--- src/rtl/dbio_sb_arb.sv ---
// dbio_sb_arb
// Round-robin arbiter and pacer for the debug bridge immediate-send sideband.
// Up to eight on-chip requesters share a single byte channel. Each granted
// request becomes a two-byte packet: the header {5'b11110, idx} followed by
// the payload. Consecutive strobes are spaced so that the bridge's small send
// FIFO cannot overflow. While the bridge is busy with its own traffic
// (AHold=1), no byte is emitted.
//
// Ports:
//   AClkH      clock
//   AResetHN   asynchronous active-low reset
//   AClkHEn    clock enable; every register holds while 0
//   AHold      bridge busy; delays emission only
//   AReq       per-requester request level, held until acked
//   AData      payload byte of requester i at [8i+7:8i]
//   AAck       one-cycle grant pulse (payload is captured on the same edge)
//   ASbData    sideband byte
//   ASbNow     one-cycle write strobe for ASbData
//   ASbActive  pending or in-flight traffic indicator
module dbio_sb_arb #(
  parameter int CReqCnt = 4,
  parameter int CGapLen = 16
) (
  input  logic                   AClkH,
  input  logic                   AResetHN,
  input  logic                   AClkHEn,
  input  logic                   AHold,
  input  logic [CReqCnt-1:0]     AReq,
  input  logic [8*CReqCnt-1:0]   AData,
  output logic [CReqCnt-1:0]     AAck,
  output logic [7:0]             ASbData,
  output logic                   ASbNow,
  output logic                   ASbActive
);

  localparam int GW = $clog2(CGapLen);
  localparam logic [GW-1:0] GapLoad = GW'(CGapLen - 1);

  typedef enum logic [1:0] {
    S_IDLE  = 2'd0,
    S_GRANT = 2'd1,
    S_HDR   = 2'd2,
    S_PAY   = 2'd3
  } state_t;

  state_t               r_state;
  state_t               w_state_next;
  logic [2:0]           r_ptr;
  logic [2:0]           r_idx;
  logic [7:0]           r_payload;
  logic [GW-1:0]        r_gap;
  logic [CReqCnt-1:0]   r_ack;
  logic [7:0]           r_sbdata;
  logic                 r_sbnow;
  logic                 r_active;

  logic [2:0]           w_ptr_next;
  logic [2:0]           w_idx_next;
  logic [7:0]           w_payload_next;
  logic [GW-1:0]        w_gap_next;
  logic [CReqCnt-1:0]   w_ack_next;
  logic [7:0]           w_sbdata_next;
  logic                 w_sbnow_next;
  logic                 w_active_next;

  logic [7:0]           w_req8;
  logic                 w_found;
  logic [2:0]           w_win;
  logic [3:0]           w_pos;
  logic [7:0]           w_win_data;
  logic [CReqCnt-1:0]   w_win_onehot;
  logic                 w_emit_ok;

  // Requests padded to eight bits so a 3-bit index always selects in range.
  assign w_req8 = 8'(AReq);

  // Round-robin search: first set request at or above the pointer, wrapping.
  always_comb begin
    w_found = 1'b0;
    w_win   = 3'd0;
    w_pos   = 4'd0;
    for (int k = 0; k < CReqCnt; k++) begin
      w_pos = {1'b0, r_ptr} + 4'(k);
      if (w_pos >= 4'(CReqCnt)) begin
        w_pos = w_pos - 4'(CReqCnt);
      end
      if (!w_found && w_req8[w_pos[2:0]]) begin
        w_found = 1'b1;
        w_win   = w_pos[2:0];
      end
    end
  end

  always_comb begin
    w_win_data = 8'd0;
    for (int i = 0; i < CReqCnt; i++) begin
      if (w_win == 3'(i)) begin
        w_win_data = AData[8*i +: 8];
      end
    end
  end

  generate
    for (genvar gi = 0; gi < CReqCnt; gi++) begin : g_onehot
      assign w_win_onehot[gi] = (w_win == 3'(gi));
    end
  endgenerate

  // A byte may only leave once the spacing window has expired and the bridge
  // is not sending its own traffic.
  assign w_emit_ok = (r_gap == '0) && !AHold;

  // State register
  always_ff @(posedge AClkH or negedge AResetHN) begin
    if (!AResetHN) begin
      r_state <= S_IDLE;
    end else if (AClkHEn) begin
      r_state <= w_state_next;
    end
  end

  // Next-state logic
  always_comb begin
    w_state_next = r_state;
    case (r_state)
      S_IDLE:  if (w_found)   w_state_next = S_GRANT;
      S_GRANT:                w_state_next = S_HDR;
      S_HDR:   if (w_emit_ok) w_state_next = S_PAY;
      S_PAY:   if (w_emit_ok) w_state_next = S_IDLE;
      default:                w_state_next = S_IDLE;
    endcase
  end

  // Output / datapath next values; every output is registered below.
  always_comb begin
    w_ptr_next     = r_ptr;
    w_idx_next     = r_idx;
    w_payload_next = r_payload;
    w_ack_next     = '0;
    w_sbnow_next   = 1'b0;
    w_sbdata_next  = r_sbdata;
    w_gap_next     = (r_gap != '0) ? (r_gap - GW'(1)) : r_gap;
    w_active_next  = (r_state != S_IDLE) || (r_gap != '0) || (|AReq);
    case (r_state)
      S_IDLE: begin
        if (w_found) begin
          w_idx_next     = w_win;
          w_payload_next = w_win_data;
          w_ack_next     = w_win_onehot;
        end
      end
      S_GRANT: begin
        w_ptr_next = (r_idx == 3'(CReqCnt - 1)) ? 3'd0 : (r_idx + 3'd1);
      end
      S_HDR: begin
        if (w_emit_ok) begin
          w_sbnow_next  = 1'b1;
          w_sbdata_next = {5'b11110, r_idx};
          w_gap_next    = GapLoad;
        end
      end
      S_PAY: begin
        if (w_emit_ok) begin
          w_sbnow_next  = 1'b1;
          w_sbdata_next = r_payload;
          w_gap_next    = GapLoad;
        end
      end
      default: begin
        w_ptr_next = r_ptr;
      end
    endcase
  end

  always_ff @(posedge AClkH or negedge AResetHN) begin
    if (!AResetHN) begin
      r_ptr     <= 3'd0;
      r_idx     <= 3'd0;
      r_payload <= 8'd0;
      r_gap     <= '0;
      r_ack     <= '0;
      r_sbdata  <= 8'd0;
      r_sbnow   <= 1'b0;
      r_active  <= 1'b0;
    end else if (AClkHEn) begin
      r_ptr     <= w_ptr_next;
      r_idx     <= w_idx_next;
      r_payload <= w_payload_next;
      r_gap     <= w_gap_next;
      r_ack     <= w_ack_next;
      r_sbdata  <= w_sbdata_next;
      r_sbnow   <= w_sbnow_next;
      r_active  <= w_active_next;
    end
  end

  assign AAck      = r_ack;
  assign ASbData   = r_sbdata;
  assign ASbNow    = r_sbnow;
  assign ASbActive = r_active;

endmodule

--- config.mk ---
export PLATFORM = sky130hd
export DESIGN_NAME = dbio_sb_arb
export DESIGN_NICKNAME = d
export VERILOG_FILES = /design/src/rtl/dbio_sb_arb.sv
export SDC_FILE = /design/constraint.sdc
export NUM_CORES = 1
export LEC_CHECK = 0
export ABC_CLOCK_PERIOD_IN_PS = 4300
export BUFFER_PORTS_ARGS = -buffer_cell sky130_fd_sc_hd__buf_2
export CAP_MARGIN = 40
export CORE_MARGIN = 3
export CORE_UTILIZATION = 30
export CTS_CLUSTER_SIZE = 24
export DETAILED_ROUTE_END_ITERATION = 8
export GPL_ROUTABILITY_DRIVEN = 0
export HOLD_SLACK_MARGIN = 0.12
export RECOVER_POWER = 100
export SETUP_SLACK_MARGIN = 0.05
export SYNTH_ARGS = -nofsm -noshare
export SYNTH_HDL_FRONTEND = slang
export SYNTH_SLANG_ARGS = --single-unit
--- constraint.sdc ---
create_clock -name AClkH -period 4.3 [get_ports AClkH]
set_clock_uncertainty 0.05 [all_clocks]
set_input_delay 0.215 -clock AClkH [delete_from_list [all_inputs] [get_ports AClkH]]
set_output_delay 0.215 -clock AClkH [all_outputs]
set_load 0.03 [all_outputs]
==> impl_summary.log, run 1 <==
[metrics] status: finished, violations left
[metrics] violated checks: max-capacitance violations, max-slew violations
[metrics] power share of the clock group: 13.3%
[metrics] kind of cell adding the most delay to the critical path: compound AO/OA/AOI/OAI gates
[metrics] DR vias: 1856
[metrics] first-pass iteration count of the detailed router: 5
[metrics] Hold Fails Final Rpt: 0
[metrics] kind of critical path: flip-flop to flip-flop
[metrics] Async S/R FF share, synth: 100.0%
[metrics] final slew viol count: 35
[metrics] Switching Fraction: about 44%
[metrics] cells along the critical path: buf_4 -> inv_1 -> ha_1 -> mux4_2 -> and2_0 -> o21a_1 -> mux2_4 -> a222oi_1 -> a21oi_1 -> o221a_2
[metrics] cell area after technology mapping: between 0.002 and 0.0025 sq mm
[metrics] number of warnings issued by yosys: 0
[metrics] largest driver fanout on the critical path: 21
[metrics] latest clock arrival within the worst-skew pair: roughly 0.29 ns
[metrics] instance count of the mapped netlist: 215
[metrics] peak clock frequency supported by timing: approximately 280 MHz
[metrics] via-per-instance ratio: 5.127
[metrics] growth of design area from synthesis to finish: 19.88%
[metrics] Hold Path Cell Cnt: 2
[metrics] Layout fillers: around 690
[metrics] top-level I/O count: 54
[metrics] maximum number of pins on one net before global-route repair: 35
[metrics] initial cell density of the core: 32.02%
[metrics] Int Power: around 1000 uW
[metrics] Residual DRC: 0
[metrics] final HPWL from detailed placement: between 3 and 4 mm
[metrics] Avg Synthesized Cell Area: ~10 sq um
[metrics] Chip Width: roughly 90 microns
[metrics] share of final-layout standard cells stronger than drive strength 1: about a quarter
[metrics] average routed wire per standard cell: around 15 microns
[metrics] kind of path behind the tightest hold check: input port to flip-flop
[metrics] post-layout net count: between 300 and 400
[metrics] Resized cells post-CTS: 0
[metrics] sequential share of power: 30.4%
[metrics] setup TNS after final layout: 0 ns
[metrics] power spent charging and discharging nets: between 800 and 900 uW
[metrics] critical hold path startpoint: AData[28]
[metrics] number of antenna violations at the first check in global routing: 0
[metrics] gr ovfl total: 0
[metrics] Max transition margin: -21.75%
[metrics] Buf/Inv on CP: 2
[metrics] CTS tree: done
[metrics] r2r worst-path depth: 10
[metrics] Clock Pin Slew Worst Setup and Hold Paths: ~0.070 ns
[metrics] WL final: about 5.3 mm
[metrics] endpoint of the worst register-to-register path: r_payload[5]
[metrics] number of buffer cells added on primary ports: between 50 and 60
[metrics] endpoint type of the worst setup path: flip-flop
[metrics] Antenna Nets Post-Route: 0
[metrics] area inside the core boundary: approximately 0.0066 sq mm
[metrics] Inserted Clock Buffers: 5
[metrics] flip-flop and latch count after synthesis: 34
[metrics] PwrDens: 724.8 mW/mm^2
[metrics] die boundary height: around 90 microns
[metrics] primary flip-flop cell chosen by synthesis mapping: sky130_fd_sc_hd__dfrtp_1
[metrics] total nets after synthesis: 263
[metrics] depth of the critical timing path with buffers and inverters included: 10
[metrics] starting DRC count in detailed routing: 125
[metrics] Post-synth EDFFs: 0
[metrics] worst endpoint data arrival time: between 3 and 4 ns
[metrics] period utilization: between 80% and 90%
[metrics] Final min period: 3.562 ns
[metrics] number of levels the H-tree was split into: 2
[metrics] number of sinks handled by clock tree synthesis: 34
[metrics] total chip power: between 1500 and 2000 uW
[metrics] full die area: roughly 0.0081 sq mm
[metrics] Clock Tree Buf Depth: 2
[metrics] required time worst endpoint: approximately 4.4 ns
[metrics] power share of the combinational group: 56.2%
[metrics] crit path max-delay cell type: sky130_fd_sc_hd__mux4_2
[metrics] count of antenna diodes in the layout: 0
[metrics] actual transition at the worst max-transition pin: about 1.8 ns
[metrics] critical path startpoint category: flip-flop
[metrics] GRT Total Usage: 13.33%
[metrics] worst hold margin: about 0.14 ns
[metrics] Hold Crit Endpoint: r_payload[4]
[metrics] first-pass GRT wire length: between 8 and 9 mm
[metrics] number of distinct standard cells referenced by the synthesized netlist: 45
[metrics] worst reg2reg setup slack: around 0.74 ns
[metrics] stage delay of the slowest cell on the critical path: 0.52 ns
[metrics] count of maximum capacitance violations: 1
[metrics] row cnt: 29
[metrics] portion of the post-synthesis area used by sequential elements: 40.24%
[metrics] vias in the first global route: between 1500 and 2000
[metrics] leakage: about 0.0011 uW
[metrics] number of endpoints failing setup at the final stage: 0
[metrics] source of the worst register-to-register timing path: r_ptr[0]
[metrics] setup repair after global routing missed its margin: false
[metrics] worst ir drop on vdd: about 0.00024 V
[metrics] clock tree root driver cell: sky130_fd_sc_hd__clkbuf_8
area by class of cell:
cell class	count	area [sq um]	share of cell area [%]
multi-input cells	154	1145	45.16
flip-flops and latches	34	850.8	33.56
repair buffers	56	267.8	10.56
well taps	93	116.4	4.590
clock buffers	7	86.33	3.406
inverters	17	63.81	2.517
clock inverters	1	5.005	0.1974
cells in the mapped netlist (2+ instances only):
library cell | count | area [sq um]
sky130_fd_sc_hd__nor2b_1 | 4 | 25.02
sky130_fd_sc_hd__a31oi_1 | 5 | 31.28
sky130_fd_sc_hd__o21ai_0 | 11 | 55.05
sky130_fd_sc_hd__o22ai_1 | 2 | 12.51
sky130_fd_sc_hd__nor2_1 | 23 | 86.33
sky130_fd_sc_hd__a21oi_1 | 12 | 60.06
sky130_fd_sc_hd__nand2b_1 | 3 | 18.77
sky130_fd_sc_hd__nand3_1 | 3 | 15.01
sky130_fd_sc_hd__o221a_2 | 7 | 78.83
sky130_fd_sc_hd__nand2_1 | 16 | 60.06
sky130_fd_sc_hd__clkbuf_1 | 5 | 18.77
sky130_fd_sc_hd__a222oi_1 | 7 | 70.07
sky130_fd_sc_hd__buf_2 | 3 | 15.01
sky130_fd_sc_hd__mux2i_1 | 10 | 100.1
sky130_fd_sc_hd__o211ai_1 | 3 | 22.52
sky130_fd_sc_hd__dfrtp_1 | 34 | 850.8
sky130_fd_sc_hd__a21boi_0 | 2 | 15.01
sky130_fd_sc_hd__nand4b_1 | 3 | 26.28
sky130_fd_sc_hd__inv_1 | 17 | 63.81
sky130_fd_sc_hd__mux4_2 | 2 | 45.04
sky130_fd_sc_hd__nor3_1 | 2 | 10.01
sky130_fd_sc_hd__mux2_2 | 11 | 123.9
sky130_fd_sc_hd__ha_1 | 8 | 100.1
how the worst max path moves through the flow:
stage,from,slack [ns],to
floorplan,r_ptr[0],1.28,r_payload[5]
global placement,r_ptr[0],0.91,r_payload[5]
detailed placement,r_ptr[0],0.83,r_payload[5]
CTS,r_ptr[0],0.82,r_payload[5]
global route,r_ptr[0],0.56,r_payload[3]
finish,r_ptr[0],0.74,r_payload[5]
state kept, by name, indices dropped and copies added, names as in the netlist:
signal	cells
ASbData	8
r_payload	8
AAck	4
r_gap	4
r_idx	3
r_ptr	3
r_state	2
ASbActive	1
ASbNow	1
layer usage:
layer,up-vias,routed length [microns],GRT usage [%]
li1,897,-,-
met1,894,2467,18.04
met2,55,2373,20.93
met3,10,320,3.172
met4,0,99,4.592
met5,-,0,0
power groups by stage:
stage / Sequential (uW) / Clock, uW / Combinational, uW
floorplan: 633 / 0 / 750
global placement: 563 / 0 / 1040
detailed placement: 563 / 0 / 1060
CTS: 559 / 250 / 1060
global route: 581 / 264 / 1140
finish: 559 / 245 / 1030
worst register-to-register path, delay by kind of cell (launching register included):
| family | cells | cell delay (ns) |
|---|---|---|
| fa+ha+maj | 1 | 0.43 |
| compound gates | 4 | 1.10 |
| mux | 2 | 0.87 |
| simple gates | 1 | 0.24 |
| buf+inv | 2 | 0.44 |
| flops | 1 | 0.33 |
timing repair:
action	in CTS	in global routing
endpoints found under the setup margin	0	0
endpoints found under the hold margin	34	0
setup buffers	0	0
hold buffers	1	0
cells in the final DEF (no fill, tap or decap), drive strengths merged, types with 2 or more instances in the layout:
cell and instances:
buf 39, dfrtp 34, nor2 23, clkbuf 23
inv 17, nand2 16, a21oi 12, mux2 12
o21ai 11, mux2i 10, ha 8, a222oi 7
o221a 7, a31oi 5, nor2b 4, nand3 3
nand2b 3, nand4b 3, o211ai 3, mux4 3
and2 2, a21boi 2, nor3 2, o22ai 2
metrics by stage:
step / cell area [sq um] / setup WS, ns / util [%] / cells
final: 2535 / 0.7385 / 38.39 / 362
after global routing: 2535 / 0.5574 / 38.39 / 362
after CTS: 2566 / 0.8193 / 38.86 / 362
after detailed placement: 2465 / 0.8315 / 37.32 / 353
after global placement: 2465 / 0.9094 / 37.32 / 353
after floorplan: 2115 / 1.281 / - / 215
kinds of logic after synthesis:
logic type,Yosys count,share of synthesized area (%)
xor gates and xnor gates,1,0.4143
DFF,34,40.24
AOI/OAI and AO/OA,58,20.12
and+or+nand+nor,62,14.32
adders and majority gates,8,4.734
muxes,25,14.67
buffers and inverters,27,5.503
Note: power is estimated with default switching activity, not from simulation.
==> run 2: changes to the inputs <==
ABC_CLOCK_PERIOD_IN_PS = 3700   (was 4300)
clock period = 3.7 ns   (was 4.3 ns; I/O delays follow)
==> run 2 against run 1 <==
Net effect: the run still ends with max-capacitance violations, max-slew violations left; critical endpoint is now r_payload[2]; clock-buffer cell count decreased by 1; via count rose by 2.8%; non-clock buffer count grew 8; sequential share of layout area decreased by 1.1 points; design area up 3.3%; hold slack worse by 0.013 ns; worst setup slack got worse by 0.46 ns; sequential cell count stayed put; largest power group unchanged; die area stayed put; routed wire length grew 3.4%; final cell count grew 2.2%; total power is 17% higher.
==> impl_summary.log, run 2 (synthesis gave the netlist of run 1 again) <==
[metrics] latest clock arrival within the worst-skew pair: 0.29 ns (about the same)
[metrics] Inserted Clock Buffers: 5 (unchanged)
[metrics] WL final: 5.441 mm (+3.4%)
[metrics] commonest non-fill, non-tap cell in the layout: sky130_fd_sc_hd__buf_2
[metrics] actual transition at the worst max-transition pin: 1.832 ns (+0.005658 ns)
[metrics] final HPWL from detailed placement: 4.044 mm (+2.6%)
[metrics] first-pass GRT wire length: 9.108 mm (+3.6%)
[metrics] die boundary height: 89.96 microns (unchanged)
[metrics] Antenna Nets Post-Route: 0 (unchanged)
[metrics] setup repair after global routing missed its margin: false
[metrics] full die area: 0.008092 sq mm (unchanged)
[metrics] max layer used: met4
[metrics] endpoint type of the worst setup path: flip-flop
[metrics] number of antenna violations at the first check in global routing: 0 (unchanged)
[metrics] DR vias: 1908 (+2.8%)
[metrics] violated checks: max-capacitance violations, max-slew violations
[metrics] endpoint of the worst register-to-register path: r_payload[2]
[metrics] critical hold path startpoint: AData[23]
[metrics] top library cells by usage in the layout, fill and taps aside: sky130_fd_sc_hd__buf_2 (38), sky130_fd_sc_hd__dfrtp_1 (34), sky130_fd_sc_hd__nor2_1 (23)
[metrics] status: finished, violations left
[metrics] gr ovfl total: 0 (unchanged)
[metrics] Hold Fails Final Rpt: 0 (unchanged)
[metrics] period utilization: 92.54% (+9.7 points)
[metrics] Met3 Wirelength: 263 microns (-18%)
[metrics] largest driver fanout on the critical path: 10 (-52%)
[metrics] PwrDens: 821.1 mW/mm^2 (+13%)
[metrics] first-pass iteration count of the detailed router: 7 (+2)
[metrics] Chip Width: 89.96 microns (unchanged)
[metrics] kind of path behind the tightest hold check: input port to flip-flop
[metrics] CTS tree: done
[metrics] initial cell density of the core: 32.02% (unchanged)
[metrics] count of maximum capacitance violations: 1 (unchanged)
[metrics] Clock Pin Slew Worst Setup and Hold Paths: 0.07 ns (about the same)
[metrics] share of final-layout standard cells stronger than drive strength 1: 25.27% (-0.38 points)
[metrics] growth of design area from synthesis to finish: 23.79%
[metrics] leakage: 0.001164 uW (+2.8%)
[metrics] number of sinks handled by clock tree synthesis: 34 (unchanged)
[metrics] metal2 WL: 2.649 mm (+12%)
[metrics] number of levels the H-tree was split into: 2 (unchanged)
[metrics] Max transition margin: -22.13% (-0.38 points)
[metrics] GRT Total Usage: 13.61% (+0.28 points)
[metrics] peak clock frequency supported by timing: 292.1 MHz (+4.0%)
[metrics] row cnt: 29 (unchanged)
[metrics] total chip power: 2149 uW (+17%)
[metrics] setup TNS after final layout: 0 ns (unchanged)
[metrics] worst ir drop on vdd: 0.0003581 V (+46%)
[metrics] final slew viol count: 35 (unchanged)
[metrics] vias in the first global route: 1868 (+4.0%)
[metrics] kind of critical path: flip-flop to flip-flop
[metrics] source of the worst register-to-register timing path: r_ptr[1]
[metrics] critical path startpoint category: flip-flop
[metrics] M1 wire length: 2.498 mm (+1.3%)
[metrics] Clock Tree Buf Depth: 2 (unchanged)
[metrics] Resized cells post-CTS: 0 (unchanged)
[metrics] number of buffers inserted by post-CTS setup repair: 0 (unchanged)
[metrics] average routed wire per standard cell: 14.71 microns (+1.2%)
[metrics] top-level I/O count: 54 (unchanged)
[metrics] hold-fix buffer count after cts: 8 (+7)
[metrics] maximum number of pins on one net before global-route repair: 35 (unchanged)
[metrics] via-per-instance ratio: 5.157 (+0.58%)
[metrics] Layout fillers: 725 (+5.5%)
[metrics] worst hold margin: 0.1309 ns (-0.01289 ns)
[metrics] required time worst endpoint: 3.82 ns (-0.61 ns)
[metrics] Final min period: 3.424 ns (-0.1377 ns)
[metrics] clock tree root driver cell: sky130_fd_sc_hd__clkbuf_8
[metrics] Hold Crit Endpoint: r_payload[7]
[metrics] number of buffer cells added on primary ports: 53 (unchanged)
[metrics] post-layout net count: 324 (+2.5%)
[metrics] Residual DRC: 0 (unchanged)
[metrics] worst endpoint data arrival time: 3.55 ns (-0.14 ns)
[metrics] Hold Path Cell Cnt: 2 (unchanged)
[metrics] count of antenna diodes in the layout: 0 (unchanged)
[metrics] number of endpoints failing setup at the final stage: 0 (unchanged)
[metrics] worst reg2reg setup slack: 0.28 ns (-0.46 ns)
[metrics] r2r worst-path depth: 8 (-2)
[metrics] starting DRC count in detailed routing: 121 (-3.2%)
[metrics] area inside the core boundary: 0.006604 sq mm (unchanged)
-- run 2: report_power, final --
part / internal [uW] / switching [uW] / leakage, uW
combinational: 522 / 692 / 0.000703
sequential: 533 / 115 / 0.000414
clock: 150 / 138 / 0.0000472
total: 1200 / 945 / 0.00116
-- run 2: through the flow --
| stage | cells | worst slack, ns | instance area [sq um] | util, % |
|---|---|---|---|---|
| floorplan | 215 | 0.6812 | 2115 | - |
| global placement | 353 | 0.4229 | 2465 | 37.32 |
| detailed placement | 353 | 0.3434 | 2465 | 37.32 |
| CTS | 369 | 0.3411 | 2640 | 39.98 |
| global route | 370 | 0.1171 | 2618 | 39.64 |
| finish | 370 | 0.2761 | 2618 | 39.64 |
-- run 2: per-layer routing --
metal  global-route usage (%)  up-vias
met3                    3.673        8
met4                    3.061        0
met5                        0        -
met2                    22.87       57
met1                    17.55      922
li1                         -      921
-- run 2: layout make-up --
class	count	area (sq um)	share of cell area (%)
Multi-Input combinational cell	154	1144	43.69
Sequential cell	34	850.8	32.50
Timing Repair Buffer	64	347.8	13.29
Tap cell	93	116.4	4.446
Clock buffer	6	82.58	3.155
Inverter	17	63.81	2.438
Clock inverter	2	12.51	0.4780
-- run 2: worst max-delay path by stage --
stage | startpoint | to | slack (ns) | depth (start not counted)
after detailed placement | r_ptr[1] | r_payload[5] | 0.34 | 9
final | r_ptr[1] | r_payload[2] | 0.28 | 8
after floorplan | r_ptr[0] | r_payload[5] | 0.68 | 11
after CTS | r_ptr[1] | r_payload[5] | 0.34 | 9
after global placement | r_ptr[1] | r_payload[5] | 0.42 | 9
after global routing | r_ptr[1] | r_payload[0] | 0.12 | 8
-- run 2: critical path, cell delays in order, from the launching register on --
cell                       delay, ns
sky130_fd_sc_hd__dfrtp_1        0.52
sky130_fd_sc_hd__inv_1          0.15
sky130_fd_sc_hd__ha_1           0.42
sky130_fd_sc_hd__mux4_2         0.52
sky130_fd_sc_hd__and2_4         0.19
sky130_fd_sc_hd__o21a_1         0.33
sky130_fd_sc_hd__o21bai_1       0.49
sky130_fd_sc_hd__nand2_1        0.32
sky130_fd_sc_hd__o221a_2        0.32
==> run 3: changes to the inputs <==
ABC_AREA = 1   (was default)
==> run 3 against run 2 <==
Net effect: the flow still finishes with violations (max-capacitance violations, max-slew violations); combinational power increased by 21%; hold slack better by 0.015 ns; sequential cell count did not move; clock-buffer cell count stayed put; design area fell by 1.7%; die area is 3.5% higher; sequential share of layout area grew 0.55 points; critical path depth up 6; total power up 12%; non-clock buffer count decreased by 10; clock power rose by 2%; critical endpoint is now r_payload[7].
==> impl_summary.log, run 3 <==
[metrics] cell count after placement: 435 (+23%)
[metrics] metal2 WL: 2.319 mm (-12%)
[metrics] row cnt: 30 (+3.4%)
[metrics] status: finished, violations left
[metrics] crit path max-delay cell type: sky130_fd_sc_hd__dfrtp_1
[metrics] source of the worst register-to-register timing path: r_ptr[0]
[metrics] Max transition margin: -24.19% (-2.1 points)
[metrics] final HPWL from detailed placement: 4.139 mm (+2.4%)
[metrics] worst ir drop on vdd: 0.0003359 V (-6.2%)
[metrics] number of sinks handled by clock tree synthesis: 34 (unchanged)
[metrics] top library cells by usage in the layout, fill and taps aside: sky130_fd_sc_hd__nand2_1 (86), sky130_fd_sc_hd__buf_2 (38), sky130_fd_sc_hd__nor2_1 (35)
[metrics] average routed wire per standard cell: 12.17 microns (-17%)
[metrics] starting DRC count in detailed routing: 82 (-32%)
[metrics] number of distinct standard cells referenced by the synthesized netlist: 34 (-24%)
[metrics] count of antenna diodes in the layout: 0 (unchanged)
[metrics] Final min period: 2.846 ns (-0.5775 ns)
[metrics] cells along the critical path: inv_8 -> ha_1 -> inv_1 -> nand3_1 -> nand3_1 -> nand4_1 -> inv_1 -> nor2_1 -> nand2_1 -> nor2_1 -> nand2_1 -> nand2_1 -> nand2_1 -> nand2_1
[metrics] library cell with the largest summed area after synthesis: sky130_fd_sc_hd__dfrtp_1
[metrics] Inserted Clock Buffers: 5 (unchanged)
[metrics] growth of design area from synthesis to finish: 17.27%
[metrics] initial cell density of the core: 31.60% (-0.42 points)
[metrics] via-per-instance ratio: 4.489 (-13%)
[metrics] setup TNS after final layout: 0 ns (unchanged)
[metrics] Chip Width: 91.53 microns (+1.8%)
[metrics] Buf/Inv on CP: 3 (+2)
[metrics] vias in the first global route: 1938 (+3.7%)
[metrics] top cells by count, synth: sky130_fd_sc_hd__nand2_1 (85), sky130_fd_sc_hd__dfrtp_1 (34), sky130_fd_sc_hd__nor2_1 (33)
[metrics] placed inst area: 0.002515 sq mm (+2.0%)
[metrics] portion of the post-synthesis area used by sequential elements: 38.77% (-1.5 points)
[metrics] number of endpoints failing setup at the final stage: 0 (unchanged)
[metrics] endpoint type of the worst setup path: flip-flop
[metrics] number of buffers inserted by post-CTS setup repair: 0 (unchanged)
[metrics] die boundary height: 91.53 microns (+1.8%)
[metrics] worst endpoint data arrival time: 3.02 ns (-0.53 ns)
[metrics] primary flip-flop cell chosen by synthesis mapping: sky130_fd_sc_hd__dfrtp_1
[metrics] period utilization: 76.93% (-16 points)
[metrics] post-layout net count: 395 (+22%)
[metrics] DR vias: 1993 (+4.5%)
[metrics] WL final: 5.404 mm (-0.68%)
[metrics] GRT Total Usage: 13.42% (-0.19 points)
[metrics] number of buffer cells added on primary ports: 53 (unchanged)
[metrics] maximum number of pins on one net before global-route repair: 35 (unchanged)
[metrics] instance count of the mapped netlist: 294 (+37%)
[metrics] Residual DRC: 0 (unchanged)
[metrics] actual transition at the worst max-transition pin: 1.863 ns (+0.03099 ns)
[metrics] gr ovfl total: 0 (unchanged)
[metrics] number of warnings issued by yosys: 0 (unchanged)
[metrics] violated checks: max-capacitance violations, max-slew violations
[metrics] area inside the core boundary: 0.006944 sq mm (+5.2%)
[metrics] post-layout instance count excluding filler cells: 444 (+20%)
[metrics] CTS tree: done
[metrics] dominant cell by count in the synthesized netlist: sky130_fd_sc_hd__nand2_1
[metrics] main area contributors after synthesis: sky130_fd_sc_hd__dfrtp_1 (39%), sky130_fd_sc_hd__nand2_1 (15%), sky130_fd_sc_hd__nor2_1 (5.6%), sky130_fd_sc_hd__inv_1 (5.5%), sky130_fd_sc_hd__ha_1 (4.6%)
[metrics] critical hold path startpoint: AData[9]
[metrics] full die area: 0.008378 sq mm (+3.5%)
[metrics] post-route design area: 0.002574 sq mm (-1.7%)
[metrics] Post-Route Utilization: 37.06% (-2.6 points)
[metrics] peak clock frequency supported by timing: 351.3 MHz (+20%)
[metrics] kind of critical path: flip-flop to flip-flop
[metrics] area fraction of the dominant cell type after synthesis: 38.77% (-1.5 points)
[metrics] setup repair after global routing missed its margin: false
[metrics] share of final-layout standard cells stronger than drive strength 1: 19.83% (-5.4 points)
[metrics] required time worst endpoint: 3.88 ns (+0.06 ns)
[metrics] flip-flop and latch count after synthesis: 34 (unchanged)
[metrics] Resized cells post-CTS: 0 (unchanged)
[metrics] latest clock arrival within the worst-skew pair: 0.29 ns (about the same)
[metrics] leakage: 0.001366 uW (+17%)
[metrics] commonest non-fill, non-tap cell in the layout: sky130_fd_sc_hd__nand2_1
[metrics] first-pass GRT wire length: 9.080 mm (-0.31%)
[metrics] count of maximum capacitance violations: 1 (unchanged)
[metrics] timing startpoint of the critical path: r_ptr[0]
[metrics] Setup WS post-layout: 0.8536 ns (+0.5775 ns)
[metrics] max layer used: met4
[metrics] cell type with the highest occurrence count on the critical path: sky130_fd_sc_hd__nand2_1
[metrics] Hold Fails Final Rpt: 0 (unchanged)
[metrics] cell area after technology mapping: 0.002195 sq mm (+3.8%)
[metrics] number of antenna violations at the first check in global routing: 0 (unchanged)
[metrics] M1 wire length: 2.651 mm (+6.1%)
[metrics] clock tree root driver cell: sky130_fd_sc_hd__clkbuf_8
[metrics] number of levels the H-tree was split into: 2 (unchanged)
[metrics] Async S/R FF share, synth: 100.0% (unchanged)
[metrics] PwrDens: 937.5 mW/mm^2 (+14%)
[metrics] Antenna Nets Post-Route: 0 (unchanged)
[metrics] top-level I/O count: 54 (unchanged)
[metrics] kind of cell adding the most delay to the critical path: simple AND/OR/NAND/NOR gates
[metrics] first-pass iteration count of the detailed router: 4 (-3)
[metrics] Clock Tree Buf Depth: 2 (unchanged)
[metrics] Post-synth EDFFs: 0 (unchanged)
[metrics] Setup WS pre-CTS: 1.209 ns (+0.8659 ns)
[metrics] Avg Synthesized Cell Area: 7.465 sq um (-24%)
[metrics] Clock Pin Slew Worst Setup and Hold Paths: 0.07 ns (about the same)
[metrics] critical path startpoint category: flip-flop
[metrics] final slew viol count: 35 (unchanged)
[metrics] largest driver fanout on the critical path: 12 (+2)
[metrics] Met3 Wirelength: 368 microns (+40%)
[metrics] stage delay of the slowest cell on the critical path: 0.61 ns (+0.09 ns)
[metrics] total nets after synthesis: 342 (+30%)
[metrics] kind of path behind the tightest hold check: input port to flip-flop
[run 3: cell count changes after synthesis, moves of 10 or more]
cell and change:
sky130_fd_sc_hd__nand2_1 +69, sky130_fd_sc_hd__inv_1 +15, sky130_fd_sc_hd__nand3_1 +15, sky130_fd_sc_hd__mux2_2 -11
sky130_fd_sc_hd__mux2i_1 -10, sky130_fd_sc_hd__nor2_1 +10
[run 3: path summary, 6_finish.rpt]
kind	to	slack [ns]	cells after the start
setup / recovery	r_payload[7]	0.85	14
hold / removal	r_payload[1]	0.15	5
setup reg to reg	r_payload[7]	0.85	14
hold reg to reg	ASbNow	0.43	2
max in group asynchronous	ASbData[1]	1.62	2
min in group asynchronous	ASbActive	0.89	2
[run 3: cells by family (layout without fill, tap and decap cells)]
group / Yosys count / in the layout / synth area share (%)
and+or+nand+nor: 168 / 168 / 36.26
buffers and inverters: 44 / 98 / 9.464
adders and majority gates: 8 / 8 / 4.561
AOI/OAI and AO/OA: 40 / 40 / 10.95
DFF: 34 / 34 / 38.77
[run 3: metal layers]
| layer | GRT usage (%) | up-vias |
|---|---|---|
| met4 | 4.146 | 0 |
| met5 | 0 | - |
| li1 | - | 1045 |
| met1 | 18.57 | 880 |
| met3 | 3.148 | 4 |
| met2 | 20.63 | 64 |
[run 3: area by class of cell]
| class | count | area [sq um] |
|---|---|---|
| Multi-Input combinational cell | 216 | 1109 |
| Fill cell | 739 | 4370 |
| Timing Repair Buffer | 54 | 256.5 |
| Inverter | 36 | 142.6 |
| Tap cell | 96 | 120.1 |
| Clock buffer | 6 | 82.58 |
| Sequential cell | 34 | 850.8 |
| Clock inverter | 2 | 12.51 |
[run 3: power breakdown]
| group | total, uW | internal [uW] | switching (uW) |
|---|---|---|---|
| clock network | 294 | 150 | 145 |
| logic | 1460 | 447 | 1020 |
| registers | 654 | 525 | 130 |
[run 3: worst min-delay path: stages]
cell                      delay [ns]
sky130_fd_sc_hd__buf_2          0.07
sky130_fd_sc_hd__nand2_1        0.04
sky130_fd_sc_hd__nand2_1        0.06
sky130_fd_sc_hd__nand2_1        0.05
sky130_fd_sc_hd__nand2_1        0.04
[run 3: stage by stage]
step           total power, uW  hold slack [ns]
2_1_floorplan             1931          -0.1606
3_3_place_gp              2172           0.2666
3_5_place_dp              2195           0.2630
4_1_cts                   2501           0.1394
5_1_grt                   2669           0.1724
6_report                  2413           0.1458
[run 3: what timing repair did]
action                                  in CTS  in global routing
hold buffers                                 1                  0
hold endpoints to repair                    34                  0
endpoints found under the setup margin       0                  0
